<file path="src/rtl/prog_byte_loader_pkg.sv">
// Shared constants and state encoding for the program byte loader.
// Optional feature: PLOADER_CHECKSUM_EN adds the CHK state.
package prog_byte_loader_pkg;
  localparam int ADDR_LEN         = 16;
  localparam int LOADER_MAX_BYTES = 8192;

  typedef enum logic [2:0] {
    S_HDR   = 3'd0,
    S_LOAD  = 3'd1,
    S_FLUSH = 3'd2,
`ifdef PLOADER_CHECKSUM_EN
    S_CHK   = 3'd3,
`endif
    S_DONE  = 3'd4,
    S_ERR   = 3'd5
  } state_t;

  // Destination once the payload, and any padding of its last line, is written.
`ifdef PLOADER_CHECKSUM_EN
  localparam state_t S_POST = S_CHK;
`else
  localparam state_t S_POST = S_DONE;
`endif

  function automatic logic [127:0] line_shift(input logic [127:0] line, input logic [31:0] w);
    return {w, line[127:32]};
  endfunction
endpackage

</file>
<file path="src/rtl/prog_word_asm.sv">
// Little-endian byte-to-word assembler; shared by header, payload and checksum.
module prog_word_asm (
  input  logic        clk,
  input  logic        reset_x,
  input  logic        en,
  input  logic [7:0]  din,
  output logic [31:0] word,
  output logic        last
);
  logic [1:0]  cnt;
  logic [23:0] lo;

  always_ff @(posedge clk) begin
    if (!reset_x) begin
      cnt <= '0;
      lo  <= '0;
    end else if (en) begin
      cnt <= cnt + 2'd1;
      case (cnt)
        2'd0:    lo[7:0]   <= din;
        2'd1:    lo[15:8]  <= din;
        2'd2:    lo[23:16] <= din;
        default: lo        <= '0;
      endcase
    end
  end

  // The completed word is valid only in the cycle the 4th byte is accepted.
  assign word = {din, lo};
  assign last = en && (cnt == 2'd3);
endmodule

</file>
<file path="src/rtl/prog_byte_loader.sv">
// Streams a length-prefixed program into dmem words and imem lines.
// Define PLOADER_CHECKSUM_EN to require a trailing 32-bit payload checksum.
module prog_byte_loader
  import prog_byte_loader_pkg::*;
#(
  parameter int MAX_BYTES = LOADER_MAX_BYTES
) (
  input  logic                clk,
  input  logic                reset_x,
  input  logic [7:0]          in_data,
  input  logic                in_valid,
  output logic                in_ready,
  output logic [ADDR_LEN-1:0] addr,
  output logic [127:0]        data,
  output logic                we_32,
  output logic                we_128,
  output logic                done,
  output logic                err
);
  state_t              state, state_nxt;
  logic                run_q, rdy, acc, last;
  logic [31:0]         word, len_raw;
  logic [ADDR_LEN-1:0] waddr, len;
`ifdef PLOADER_CHECKSUM_EN
  logic [31:0]         sum;
`endif

  assign acc      = in_valid & in_ready;
  assign in_ready = run_q & rdy;
  assign len_raw  = word & ~32'd3;

  prog_word_asm u_asm (
    .clk     (clk),
    .reset_x (reset_x),
    .en      (acc),
    .din     (in_data),
    .word    (word),
    .last    (last)
  );

  // Exits from LOAD/FLUSH are taken in the strobe cycle, so done follows the final write.
  always_comb begin
    state_nxt = state;
    rdy       = 1'b0;
    case (state)
      S_HDR: begin
        rdy = 1'b1;
        if (last) begin
          if (len_raw == 32'd0)                 state_nxt = S_DONE;
          else if (len_raw > 32'(MAX_BYTES))    state_nxt = S_ERR;
          else                                  state_nxt = S_LOAD;
        end
      end
      S_LOAD: begin
        rdy = (waddr != len);
        if (we_32 && waddr == len)
          state_nxt = (addr[3:2] == 2'd3) ? S_POST : S_FLUSH;
      end
      S_FLUSH: if (we_128) state_nxt = S_POST;
`ifdef PLOADER_CHECKSUM_EN
      S_CHK: begin
        rdy = 1'b1;
        if (last) state_nxt = (word == sum) ? S_DONE : S_ERR;
      end
`endif
      default: state_nxt = state;
    endcase
  end

  always_ff @(posedge clk) begin
    if (!reset_x) begin
      state  <= S_HDR;
      run_q  <= 1'b0;
      addr   <= '0;
      waddr  <= '0;
      len    <= '0;
      data   <= '0;
      we_32  <= 1'b0;
      we_128 <= 1'b0;
      done   <= 1'b0;
      err    <= 1'b0;
`ifdef PLOADER_CHECKSUM_EN
      sum    <= '0;
`endif
    end else begin
      state  <= state_nxt;
      run_q  <= 1'b1;
      we_32  <= 1'b0;
      we_128 <= 1'b0;
      done   <= done | (state_nxt == S_DONE);
      err    <= err  | (state_nxt == S_ERR);
      if (state == S_HDR && last) len <= len_raw[ADDR_LEN-1:0];
      if (state == S_LOAD && last) begin
        data   <= line_shift(data, word);
        addr   <= waddr;
        waddr  <= waddr + ADDR_LEN'(4);
        we_32  <= 1'b1;
        we_128 <= (waddr[3:2] == 2'd3);
`ifdef PLOADER_CHECKSUM_EN
        sum    <= sum + word;
`endif
      end
      // Zero-pad a partial line; stop shifting once its line strobe is out.
      if (state == S_FLUSH && !we_128) begin
        data   <= line_shift(data, 32'd0);
        addr   <= waddr;
        waddr  <= waddr + ADDR_LEN'(4);
        we_128 <= (waddr[3:2] == 2'd3);
      end
    end
  end
endmodule

</file>
<file path="config.mk">
export PLATFORM = sky130hd
export DESIGN_NAME = prog_byte_loader
export DESIGN_NICKNAME = d
export VERILOG_FILES = /design/src/rtl/prog_byte_loader_pkg.sv /design/src/rtl/prog_word_asm.sv /design/src/rtl/prog_byte_loader.sv
export SDC_FILE = /design/constraint.sdc
export NUM_CORES = 1
export LEC_CHECK = 0
export CAP_MARGIN = 20
export CORE_MARGIN = 5
export CORE_UTILIZATION = 53
export CTS_BUF_LIST = sky130_fd_sc_hd__clkbuf_2
export DETAILED_ROUTE_END_ITERATION = 7
export GPL_TIMING_DRIVEN = 0
export PLACE_DENSITY = 0.8
export SKIP_LAST_GASP = 1
export SLEW_MARGIN = 40
export SYNTH_ARGS = -nofsm -noshare
export SYNTH_HDL_FRONTEND = slang
export SYNTH_SLANG_ARGS = --single-unit
</file>
<file path="constraint.sdc">
create_clock -name clk -period 3.1 [get_ports clk]
set_clock_uncertainty 0.1 [all_clocks]
set_input_delay 0.62 -clock clk [delete_from_list [all_inputs] [get_ports clk]]
set_output_delay 0.62 -clock clk [all_outputs]
set_load 0.05 [all_outputs]
</file>
==> flow_summary.ini, run 1 <==
[placed_design]
place.gp.congestion = 0.881
placed_area_mm2 = 0.00952
post-dp-hpwl_um = 16300
dp_slack_ns = -0.523
port-buffer-count = 157

[timing]
min_period_ns = 2.94
hold_viol = 0
tns_ns = 0
rsz0062_at_grt = true
max_freq_mhz = 341
layout_setup_ws_ns = 0.163
tightest_slew_ns = 0.679
slew_headroom = 0.547
setup_violations = 0
drv_slew = 0
period_share = 0.947

[worst_setup_path]
crit_required_ns = 2.38
reg2reg_depth = 8
start_kind = flip-flop
r2r_slack_ns = 0.20
reg2reg_from = state[1]$_SDFF_PN0_
startpoint = waddr[8]$_SDFFE_PN0P_
critPathMaxFanout = 6
cp.arrival_ns = 2.22
cp-end-kind = output pin
crit_path_end = in_ready
worst_r2r_endpoint = addr[3]$_SDFFE_PN0P_
critPathKind = reg2out

[grt]
overflow = 0
antenna_found_initial = 1
grt_pass1_vias = 6565
grtUsageTotal = 0.253
grt_max_degree = 13
grt_pass1_wl_um = 34300

[power]
power.switching_w = 0.00113
p_leak_nw = 3.58
ir_worst_vdd_uv = 270
p_int_w = 0.00323
power_density_mw_per_mm2 = 439
clockPowerShare = 0.357
swShare = 0.259
seqPwrFrac = 0.607
combPwrFrac = 0.037

[yosys]
yosys_most_used_dff = dfxtp_1
syn_area_mm2 = 0.00771
syn_avg_cell_area_um2 = 8.35
yosys_warnings = 0
synthArstFlopShare = 0
synth-seq-cells = 204
seq_area_frac_synth = 0.530
synth_edf_count = 0
ys_types = 39
syn-instance-count = 924

[routing]
dr.pass1.iters = 5
wl_met3_um = 1840
wl_met1_um = 9740
wire_per_inst_um = 16.6
via_per_inst = 5.40
wl_um = 22300
antenna_left = 0
wl_met2_um = 10400
topRoutingLayerUsed = met4
vias = 7237
remaining_drc_errors = 0
first_iter_violations = 560

[layout]
area_growth_pct = 28.5
drive_above_1_share = 0.0883
multi_input_area_mm2 = 0.00334
finish.instance_area_mm2 = 0.00991
seqCellArea_mm2 = 0.00409
fillCellCount = 1228
nNetsFinal = 1151

[clock_tree]
cts_root_buf = clkbuf_2
cts_tree = built
clock_sinks = 204
cts_buffers = 51
ctsHoldBuffers = 0
clkLatencyLatePin_ns = 0.78
clockBufferDepth = 3
cts.clk_slew.worst_paths_ns = 0.11
htree_levels = 2

[die]
die_w_um = 131
pin_count = 160
core_area_mm2 = 0.0144
die_h_um = 131
rows = 44
start_util = 0.535
die_area_mm2 = 0.0171

[outcome]
status = finished, final reports clean

[min_path]
worst_hold_path_type = reg2reg

[run]
drv_cap = 0
[cells in the final DEF (no fill, tap or decap), types with 2 or more instances in the layout]
master           Yosys  layout
dfxtp_2              0       6
nand2_1            275     275
buf_1                3       3
buf_2               16      15
or3_1                4       4
nand4_1              6       6
xnor2_1             15      13
clkbuf_1            43      41
nor3_1               2       2
nor4b_1              2       2
or4_1                5       5
a2111oi_2            2       2
nand3_1             33      33
and2_1               2       2
nand2b_1            20      20
buf_4                5       7
nor4_1               6       6
mux2i_1             44      44
clkdlybuf4s50_1      0     156
nor3b_1              2       2
or2_1                2       2
ha_1                 5       5
clkinv_1             0       7
conb_1               1       2
o31ai_1              7       7
xnor2_2              0       2
clkbuf_2             0      66
inv_1                6       6
dfxtp_1            204     198
a21oi_1            153     152
nor2_1              41      41
and3_1               4       4
o21ai_1              5       5
[registers in the layout (all words and copies together), names as in the netlist]
name,flops
we_128,1
addr,14
u_asm.cnt,2
len,14
we_32,1
err,1
state,3
u_asm.lo,24
run_q,1
data,128
done,1
waddr,14
[layout make-up]
type                       count  area share
tap                          184      0.0232
clock inverter                 8     0.00303
multi-input combinational    648       0.337
inverter                       6     0.00227
sequential                   204       0.413
buffer                        66      0.0293
clock buffer                  65      0.0328
timing repair buffer         158       0.159
antenna                        1    0.000253
[metal layers]
| layer | GRT usage | vias up |
|---|---|---|
| li1 | - | 3519 |
| met1 | 0.352 | 3385 |
| met2 | 0.396 | 305 |
| met3 | 0.0537 | 28 |
| met4 | 0.0799 | 0 |
| met5 | 0 | - |
[how the worst min path moves through the flow]
stage,from,end,depth (start not counted)
after global placement,data[14]$_SDFFE_PN0P_,data[14]$_SDFFE_PN0P_,2
final,data[48]$_SDFFE_PN0P_,data[16]$_SDFFE_PN0P_,2
after CTS,reset_x,run_q$_DFF_P_,1
after floorplan,u_asm.lo[0]$_SDFFE_PN0P_,u_asm.lo[0]$_SDFFE_PN0P_,2
after detailed placement,data[8]$_SDFFE_PN0P_,data[8]$_SDFFE_PN0P_,2
after global routing,data[48]$_SDFFE_PN0P_,data[16]$_SDFFE_PN0P_,2
[critical path, stage by stage, from the launching register on]
cell,delay [ns]
dfxtp_1,0.46
xnor2_1,0.15
nand4_1,0.17
nor4_4,0.40
a21oi_2,0.10
buf_6,0.17
[cells by family (layout without fill, tap and decap cells)]
logic type               after synthesis  after routing  synth area share
flip-flops                           204            204             0.530
AO/OA/AOI/OAI                        173            173             0.119
multiplexers                          44             44            0.0571
AND/OR/NAND/NOR                      408            408             0.227
other                                  1              3          0.000486
buffers and inverters                 73            303            0.0406
XOR/XNOR                              16             16            0.0182
adder cells (fa/ha/maj)                5              5           0.00811
[metrics by stage]
step	cells	total power, W	utilization	hold slack [ns]
3_3_place_gp	1266	0.00285	0.660	0.338
2_1_floorplan	925	0.00279	-	0.334
3_5_place_dp	1266	0.00286	0.660	0.345
6_report	1340	0.00435	0.687	0.355
4_1_cts	1339	0.00437	0.684	0.354
5_1_grt	1340	0.00453	0.687	0.366
[Yosys cell counts (6+ instances only)]
cell	number	area share
a21oi_1	153	0.099
buf_2	16	0.010
clkbuf_1	43	0.021
dfxtp_1	204	0.53
inv_1	6	0.0029
mux2i_1	44	0.057
nand2_1	275	0.13
nand2b_1	20	0.016
nand3_1	33	0.021
nand4_1	6	0.0049
nor2_1	41	0.020
nor4_1	6	0.0049
o31ai_1	7	0.0068
xnor2_1	15	0.017
[power by group through the flow]
stage	registers (W)	clock network, W	logic (W)
floorplan	0.00270	0	0.0000972
CTS	0.00264	0.00158	0.000156
global placement	0.00270	0	0.000155
finish	0.00264	0.00155	0.000160
global route	0.00264	0.00172	0.000172
detailed placement	0.00270	0	0.000157
[what timing repair did]
action | CTS | global route
setup buffers | 1 | 0
hold endpoints to repair | 0 | 0
pin swaps | 1 | 4
gates resized for setup | 6 | 15
setup endpoints to repair | 1 | 63
Power figures use the tool's default switching activity.
==> run 2, diff against run 1 <==
==> constraint.sdc (replaced) <==
create_clock -name clk -period 3.1 [get_ports clk]
set_clock_uncertainty 0.1 [all_clocks]
set_input_delay 0.31 -clock clk [delete_from_list [all_inputs] [get_ports clk]]
set_output_delay 0.31 -clock clk [all_outputs]
set_load 0.05 [all_outputs]
==> run 2 against run 1 <==
Clock power hardly changed. Fmax is 3.8% higher. First-iteration DRC count is 9.1% lower. Count of clock-buffer cells in the layout stayed put. Hold slack worse by 0.25 ns. Die area stayed put. Largest cell class unchanged. Highest routed layer unchanged.
==> flow_summary.ini, run 2 (synthesized netlist as in run 1, its figures left out) <==
[timing]
drv_slew = 0
hold_viol = 0
rsz0062_at_grt = false
tns_ns = 0
period_share = 0.913
min_period_ns = 2.83
whs_ns = 0.102
tightest_slew_ns = 0.684
max_freq_mhz = 354
setup_violations = 0
slew_headroom = 0.544
layout_setup_ws_ns = 0.271

[clock_tree]
htree_levels = 2
clockBufferDepth = 3
cts_tree = built
cts.clk_slew.worst_paths_ns = 0.09
cts_buffers = 51
clock_sinks = 204
clkLatencyLatePin_ns = 0.78
cts_root_buf = clkbuf_2

[routing]
antenna_left = 0
first_iter_violations = 509
wire_per_inst_um = 16.6
remaining_drc_errors = 0
vias = 7206
dr.pass1.iters = 7
via_per_inst = 5.38
wl_um = 22200

[die]
die_w_um = 131
rows = 44
start_util = 0.535
die_area_mm2 = 0.0171
core_area_mm2 = 0.0144
pin_count = 160
die_h_um = 131

[worst_setup_path]
cp_common_cell = buf_2
path_cells = xnor2_1 > nand4_1 > nor4_4 > buf_4 > o21a_1 > buf_2 > buf_2 > nand2_1 > a21oi_1
crit_path_top_delay_cell = nor4_4
reg2reg_from = waddr[6]$_SDFFE_PN0P_
crit_required_ns = 3.69
r2r_slack_ns = 0.27
critPathKind = reg2reg
reg2reg_depth = 9
cp-end-kind = flip-flop
critPathBufInv = 3
slowest_delay_ns = 0.38
start_kind = flip-flop
cp.arrival_ns = 3.42
critPathMaxFanout = 10
worst_r2r_endpoint = addr[3]$_SDFFE_PN0P_
crit_family = buffers and inverters

[power]
clockPowerShare = 0.356
swShare = 0.257
ir_worst_vdd_uv = 270
total_power_w = 0.00434
power.switching_w = 0.00112
p_int_w = 0.00322
power_density_mw_per_mm2 = 440
seqPwrFrac = 0.608
combPwrFrac = 0.037
p_leak_nw = 3.58

[run]
drv_cap = 0

[placed_design]
place.gp.congestion = 0.881
post-dp-hpwl_um = 16300
dp_slack_ns = -0.213
dp.cells = 1266
port-buffer-count = 157

[layout]
final_common_cell = nand2_1
final-instance-count-excl-fill = 1340
nNetsFinal = 1151
largest_register_ffs = 128
layout_common_cells = 275 x nand2_1, 204 x dfxtp_1, 156 x clkdlybuf4s50_1
drive_above_1_share = 0.0814
area_growth_pct = 28.1
top_regs = data (128), u_asm.lo (24)
fillCellCount = 1232
regMostFlops = data

[grt]
grt_max_degree = 13
grt_pass1_vias = 6574
grtUsageTotal = 0.253
grt_pass1_wl_um = 34300
antenna_found_initial = 1
overflow = 0

[min_path]
hold_end = run_q$_DFF_P_
holdCritStartpoint = reset_x
min_path_cells = 1
worst_hold_path_type = in2reg

[outcome]
status = finished, final reports clean
## run 2: cell count changes in the layout (fill, tap and decap cells not counted), sizes merged
cell and change:
clkbuf +1, buf -1
## run 2: layout make-up
| cell class | count | area, um2 | area share |
|---|---|---|---|
| inverter | 6 | 22.5 | 0.00228 |
| buffer | 66 | 288 | 0.0291 |
| multi-input combinational | 648 | 3320 | 0.336 |
| clock buffer | 65 | 325 | 0.0329 |
| sequential | 204 | 4080 | 0.413 |
| timing repair buffer | 158 | 1570 | 0.159 |
| clock inverter | 8 | 30.0 | 0.00304 |
| antenna | 1 | 2.50 | 0.000253 |
| tap | 184 | 230 | 0.0233 |
## run 2: worst max path at each step
stage / to / from / slack [ns] / depth (start not counted)
final: addr[3]$_SDFFE_PN0P_ / waddr[6]$_SDFFE_PN0P_ / 0.27 / 9
after global routing: addr[15]$_SDFFE_PN0P_ / waddr[6]$_SDFFE_PN0P_ / 0.08 / 9
after CTS: in_ready / waddr[11]$_SDFFE_PN0P_ / -0.03 / 6
after detailed placement: addr[3]$_SDFFE_PN0P_ / in_valid / -0.21 / 8
after global placement: data[82]$_SDFFE_PN0P_ / in_valid / -0.12 / 8
after floorplan: data[55]$_SDFFE_PN0P_ / waddr[4]$_SDFFE_PN0P_ / 0.90 / 9
## run 2: power by group through the flow
stage / Clock, W / Combinational (W) / Sequential (W)
after global routing: 0.00172 / 0.000171 / 0.00264
after detailed placement: 0 / 0.000157 / 0.00270
after CTS: 0.00158 / 0.000157 / 0.00264
after floorplan: 0 / 0.0000972 / 0.00270
after global placement: 0 / 0.000155 / 0.00270
final: 0.00154 / 0.000159 / 0.00264
## run 2: metal layers
layer,track usage,wire length (um)
met5,0,0
met4,0.0811,339
met3,0.0541,1750
met2,0.395,10300
met1,0.352,9820
## run 2: worst reg2reg max path: stages (launching register included)
cell and delay (ns):
dfxtp_1 0.37, xnor2_1 0.28, nand4_1 0.21, nor4_4 0.38
buf_4 0.25, o21a_1 0.30, buf_2 0.31, buf_2 0.32
nand2_1 0.10, a21oi_1 0.15
## run 2: repair_timing
| action | CTS | global route |
|---|---|---|
| setup endpoints to repair | 1 | 22 |
| pin swaps | 1 | 0 |
| gates resized for setup | 2 | 3 |
| gates cloned | 0 | 0 |
| hold buffers | 0 | 0 |
| setup buffers | 1 | 0 |
## run 2: stage by stage
step           utilization  cell area (um2)
3_3_place_gp         0.660             9520
4_1_cts              0.685             9880
5_1_grt              0.685             9880
3_5_place_dp         0.660             9520
2_1_floorplan            -             7710
6_report             0.685             9880
